==> src/rtl/adpll_pkg.sv <==
// rtl/adpll_pkg.sv - shared types, default constants and saturating add for the ADPLL
package adpll_pkg;

    typedef enum logic [1:0] {
        ST_IDLE,
        ST_INTEG,
        ST_SUM
    } state_t;

    localparam int DEF_DELAY_W  = 12;
    localparam int DEF_CTRL_W   = 10;
    localparam int DEF_ACC_W    = 20;
    localparam int DEF_KP_SH    = 2;
    localparam int DEF_KI_SH    = 3;
    localparam int DEF_CENTER   = 512;
    localparam int DEF_LOCK_TOL = 2;
    localparam int DEF_LOCK_CNT = 16;

    // Operands arrive sign-extended to 64 bits; result is clamped to a w-bit signed range.
    function automatic logic signed [63:0] sat_add(
        input logic signed [63:0] a,
        input logic signed [63:0] b,
        input int                 w
    );
        logic signed [63:0] s;
        logic signed [63:0] hi;
        logic signed [63:0] lo;
        s  = a + b;
        hi = (64'sd1 <<< (w - 1)) - 64'sd1;
        lo = -(64'sd1 <<< (w - 1));
        if (s > hi)
            return hi;
        else if (s < lo)
            return lo;
        return s;
    endfunction

endpackage

==> src/rtl/adpll_lock_detect.sv <==
// rtl/adpll_lock_detect.sv - consecutive in-tolerance sample counter and lock flag
module adpll_lock_detect
    import adpll_pkg::*;
#(
    parameter int ERR_W    = DEF_DELAY_W,
    parameter int LOCK_TOL = DEF_LOCK_TOL,
    parameter int LOCK_CNT = DEF_LOCK_CNT
) (
    input  logic             clk,
    input  logic             reset,
    input  logic [ERR_W-1:0] err_mag,
    input  logic             update,
    output logic             locked
);

    localparam int CNT_W = $clog2(LOCK_CNT + 1);

    logic [CNT_W-1:0] cnt;

    // locked follows the counter one cycle late so it moves with the output strobe.
    always_ff @(posedge clk) begin
        if (reset) begin
            cnt    <= '0;
            locked <= 1'b0;
        end else begin
            if (update) begin
                if (err_mag <= ERR_W'(LOCK_TOL)) begin
                    if (cnt != CNT_W'(LOCK_CNT))
                        cnt <= cnt + 1'b1;
                end else begin
                    cnt <= '0;
                end
            end
            locked <= (cnt == CNT_W'(LOCK_CNT));
        end
    end

endmodule

==> src/rtl/adpll_loop_filter.sv <==
// rtl/adpll_loop_filter.sv - PI loop filter turning TDC samples into a clamped DCO control word
module adpll_loop_filter
    import adpll_pkg::*;
#(
    parameter int DELAY_W  = DEF_DELAY_W,
    parameter int CTRL_W   = DEF_CTRL_W,
    parameter int ACC_W    = DEF_ACC_W,
    parameter int KP_SH    = DEF_KP_SH,
    parameter int KI_SH    = DEF_KI_SH,
    parameter int CENTER   = DEF_CENTER,
    parameter int LOCK_TOL = DEF_LOCK_TOL,
    parameter int LOCK_CNT = DEF_LOCK_CNT
) (
    input  logic               clk,
    input  logic               reset,
    input  logic [DELAY_W-1:0] tdc_delay,
    input  logic               tdc_lead,
    input  logic               tdc_done,
    input  logic               freeze,
    output logic [CTRL_W-1:0]  dco_ctrl,
    output logic               ctrl_valid,
    output logic               locked,
    output logic               sample_dropped
);

    localparam int SW = ACC_W + 2;
    localparam logic signed [SW-1:0] SUM_MAX = SW'((1 << CTRL_W) - 1);

    state_t                    state;
    logic                      done_q;
    logic                      new_sample;
    logic signed [DELAY_W:0]   err_in;
    logic signed [DELAY_W:0]   err_q;
    logic signed [DELAY_W:0]   err_shr;
    logic signed [DELAY_W:0]   err_abs;
    logic signed [ACC_W-1:0]   integ;
    logic signed [ACC_W-1:0]   integ_next;
    logic signed [63:0]        integ_sum64;
    logic signed [SW-1:0]      err_ext;
    logic signed [SW-1:0]      integ_ext;
    logic signed [SW-1:0]      sum;
    logic [CTRL_W-1:0]         ctrl_clamped;

    assign new_sample = tdc_done & ~done_q;

    always_comb begin
        err_in      = tdc_lead ? $signed({1'b0, tdc_delay}) : -$signed({1'b0, tdc_delay});
        err_shr     = err_q >>> KI_SH;
        integ_sum64 = sat_add({{(64 - ACC_W){integ[ACC_W-1]}}, integ},
                              {{(64 - DELAY_W - 1){err_shr[DELAY_W]}}, err_shr}, ACC_W);
        integ_next  = integ_sum64[ACC_W-1:0];
        err_abs     = err_q[DELAY_W] ? -err_q : err_q;

        // SUM sees the integrator already updated by the preceding INTEG cycle.
        err_ext   = {{(SW - DELAY_W - 1){err_q[DELAY_W]}}, err_q};
        integ_ext = {{(SW - ACC_W){integ[ACC_W-1]}}, integ};
        sum       = SW'(CENTER) + (err_ext <<< KP_SH) + integ_ext;

        if (sum[SW-1])
            ctrl_clamped = '0;
        else if (sum > SUM_MAX)
            ctrl_clamped = '1;
        else
            ctrl_clamped = sum[CTRL_W-1:0];
    end

    always_ff @(posedge clk) begin
        if (reset) begin
            state          <= ST_IDLE;
            done_q         <= 1'b0;
            err_q          <= '0;
            integ          <= '0;
            dco_ctrl       <= CTRL_W'(CENTER);
            ctrl_valid     <= 1'b0;
            sample_dropped <= 1'b0;
        end else begin
            done_q         <= tdc_done;
            ctrl_valid     <= 1'b0;
            sample_dropped <= new_sample && (state != ST_IDLE);
            case (state)
                ST_IDLE: begin
                    if (new_sample) begin
                        err_q <= err_in;
                        state <= ST_INTEG;
                    end
                end
                ST_INTEG: begin
                    if (!freeze)
                        integ <= integ_next;
                    state <= ST_SUM;
                end
                ST_SUM: begin
                    dco_ctrl   <= ctrl_clamped;
                    ctrl_valid <= 1'b1;
                    state      <= ST_IDLE;
                end
                default: state <= ST_IDLE;
            endcase
        end
    end

    adpll_lock_detect #(
        .ERR_W    (DELAY_W),
        .LOCK_TOL (LOCK_TOL),
        .LOCK_CNT (LOCK_CNT)
    ) u_lock (
        .clk     (clk),
        .reset   (reset),
        .err_mag (err_abs[DELAY_W-1:0]),
        .update  (state == ST_INTEG),
        .locked  (locked)
    );

endmodule

==> config.mk <==
export PLATFORM = sky130hd
export DESIGN_NAME = adpll_loop_filter
export DESIGN_NICKNAME = d
export VERILOG_FILES = /design/src/rtl/adpll_pkg.sv /design/src/rtl/adpll_lock_detect.sv /design/src/rtl/adpll_loop_filter.sv
export SDC_FILE = /design/constraint.sdc
export NUM_CORES = 1
export LEC_CHECK = 0
export ABC_AREA = 1
export ABC_CLOCK_PERIOD_IN_PS = 2750
export BUFFER_PORTS_ARGS = -buffer_cell sky130_fd_sc_hd__buf_4
export CORE_UTILIZATION = 24
export CTS_CLUSTER_SIZE = 8
export DETAILED_ROUTE_END_ITERATION = 16
export PLACE_DENSITY = 0.38
export SYNTH_ARGS = -nofsm -noshare
export SYNTH_HDL_FRONTEND = slang
export SYNTH_SLANG_ARGS = --single-unit
==> constraint.sdc <==
create_clock -name clk -period 2.75 [get_ports clk]
set_clock_uncertainty 0.2 [all_clocks]
set_input_delay 0.4125 -clock clk [delete_from_list [all_inputs] [get_ports clk]]
set_output_delay 0.4125 -clock clk [all_outputs]
set_load 0.05 [all_outputs]
==> results.yml <==
power_and_ir_drop:
  power_mw: 2.56
  ir_worst_vdd_mv: 0.214
  p_per_area_nw_per_um2: 377
  p_leak_nw: 3.19
die:
  fp.coreArea_um2: 20200
  initial_core_util_pct: 24.5
  dieArea_um2: 21200
  ios: 30
  rows: 52
  dieHeight_um: 146
  chipWidth_um: 146
setup_path:
  cp_common_cell: "nand2_2"
  slowest_stage: "fa_2"
  crit_path_max_fanout: 6
  rr_worst_depth: 13
  start_kind: "flip-flop"
  r2r_start: "err_q[12]"
  crit_path_start: "err_q[12]"
  worstPathRequired_ps: 2760
  cp_cell_sequence: "buf_6, buf_6, fa_2, nand2_2, nand2_2, o21bai_2, nor2_2, nand2_2, a21oi_2, xor2_2, nor2_4, nand2_1, a21oi_2"
  slowest_delay_ps: 500
  arrival_ps: 2670
  cp_top_family: "simple AND/OR/NAND/NOR gates"
  worst-path-buf-inv: 2
  path_class: "flip-flop to flip-flop"
  cp.depth: 13
  r2r-end: "dco_ctrl[2]"
  end_kind: "flip-flop"
  r2r_slack_ps: 90
drt:
  wl_mm: 15.4
  post-route-drc-count: 0
  wl_per_cell_um: 13.5
  ant_nets: 0
  viasPerCell: 4.35
  vias: 4983
  dr.pass1.iters: 4
  drtIter0Drc: 145
global_route:
  grt_pass1_wl_mm: 24.6
  antenna_found_initial: 0
  grt_pass1_vias: 4673
  track_usage_pct: 14.6
  grt_max_degree: 33
  grt_overflow_total: 0
cts:
  cts_buffer_depth: 2
  cts_root_buffer: "clkbuf_16"
  cts_tree: "done"
  path_clk_slew_ps: 90
  clk_latency_ps: 320
  h-tree-depth: 2
  clock_sinks: 54
  cts_made_buffers: 5
  hold_buffers: 0
yosys:
  yosysMostFrequentCell: "nand2_1"
  syn_nets: 832
  synth_edf_count: 0
  syn_area_um2: 4960
  yosysWarningCount: 0
  synthTopCellsByArea: "dfxtp_1 (22%), ha_1 (13%), nand2_1 (13%), inv_1 (7.6%), nor2_1 (6.4%)"
  netlist.area_leader.share_pct: 21.8
  synth.largest_area_cell: "dfxtp_1"
  synth_common_cells: "nand2_1 (173), inv_1 (101), nor2_1 (84)"
  ys.flop_type: "dfxtp_1"
  synth_seq_cells: 54
  synth.distinct_cells: 41
  syn_avg_cell_area_um2: 6.57
  yosysSeqAreaShare_pct: 21.8
  syn_inst: 755
  async_reset_ff_share_pct: 0
sta:
  max_slew_margin_pct: 59.7
  layout_min_cycle_time_ps: 2660
  max_freq_mhz: 375
  hold_viol_final: 0
  tightest_slew_ps: 605
  setup_viol: 0
  timing.hold.ws_ps: 135
  maxSlewViolCount: 0
  worst_slack_ps: 85.8
  tns_ps: 0
  rsz0062_at_grt: "true"
  min_period_over_period_pct: 96.9
final_layout:
  drive_gt1_share_pct: 32.3
  fin_area_um2: 6780
  nFillCells: 2205
  final_util_pct: 33.5
  final_cells: 1145
  area.sequential_um2: 1100
  fin_nets: 951
  syn2layout_area_growth_pct: 36.6
  insertedDiodeCount: 0
  multi_input_area_um2: 3830
place:
  place_congestion: 0.824
  placed_area_um2: 6110
  place_ws_ps: -69.2
  dp_hpwl_mm: 12.5
  port_buffers: 29
  dp_cells: 1127
flow_run:
  cap_violations: 0
min_path:
  hold_start: "tdc_done"
  hold_end: "done_q"
  hold_depth: 3
  min_path_type: "primary input to flip-flop"
outcome:
  status: "complete, no violations"
==> registers in the layout, indices dropped and copies added, names as in the netlist <==
signal          count
dco_ctrl           10
sample_dropped      1
integ              20
done_q              1
u_lock.cnt          5
ctrl_valid          1
u_lock.locked       1
state               2
err_q              13
==> area by class of cell <==
type	count	share of cell area, %
repair buffers	123	14.3
clock inverters	3	0.314
clock buffers	5	1.85
flip-flops and latches	54	16.2
inverters	105	5.82
well taps	270	4.99
multi-input cells	585	56.6
==> cells in the final DEF (no fill, tap or decap), types with 8 or more instances in the layout <==
master and count:
xor2_1 12, nand3_1 40, buf_4 116, dfxtp_2 9, inv_1 98, dfxtp_1 44, nand2_2 21, nand2_1 154
o221ai_1 8, nor2_2 44, a21oi_2 24, a21oi_1 24, nand4_1 15, o21ai_1 10, ha_1 40, nor2_1 74
o21ai_0 33, xnor2_1 14
==> worst max path at each step <==
stage                   to  slack, ps
2_1_floorplan  dco_ctrl[9]         80
3_3_place_gp   dco_ctrl[9]        -90
3_5_place_dp   dco_ctrl[0]        -70
4_1_cts        dco_ctrl[9]          2
5_1_grt        dco_ctrl[8]        -80
6_report       dco_ctrl[2]         90
==> per-layer routing <==
layer,GRT usage [%],routed length (um)
met5,0,0
met4,4.68,310
met3,2.29,299
met2,21.9,6740
met1,21.2,8060
==> where the power goes <==
part	switching, mW	internal, mW	total, mW
clock	0.331	0.339	0.671
sequential	0.0368	0.824	0.861
combinational	0.576	0.447	1.02
total	0.945	1.61	2.56
==> kinds of logic after synthesis <==
kind of cell    after synthesis  synth area share [%]
xor+xnor                     30                  5.45
compound gates              116                  13.2
flops                        54                  21.8
buf+inv                     117                  9.34
simple gates                378                  34.0
fa+ha+maj                    60                  16.2
==> worst register-to-register path, delay by kind of cell, from the launching register on <==
kind / cells / cell delay [ps]
buffers and inverters: 2 / 250
adder cells (fa/ha/maj): 1 / 500
flip-flops: 1 / 370
AO/OA/AOI/OAI: 3 / 400
XOR/XNOR: 1 / 300
AND/OR/NAND/NOR: 6 / 550
==> what timing repair did <==
action	4_1_cts	5_1_grt
resized for setup	5	116
gates cloned	0	2
pin swaps	1	25
buffers inserted	0	9
endpoints found under the setup margin	10	29
(Power assumes the default switching activity.)
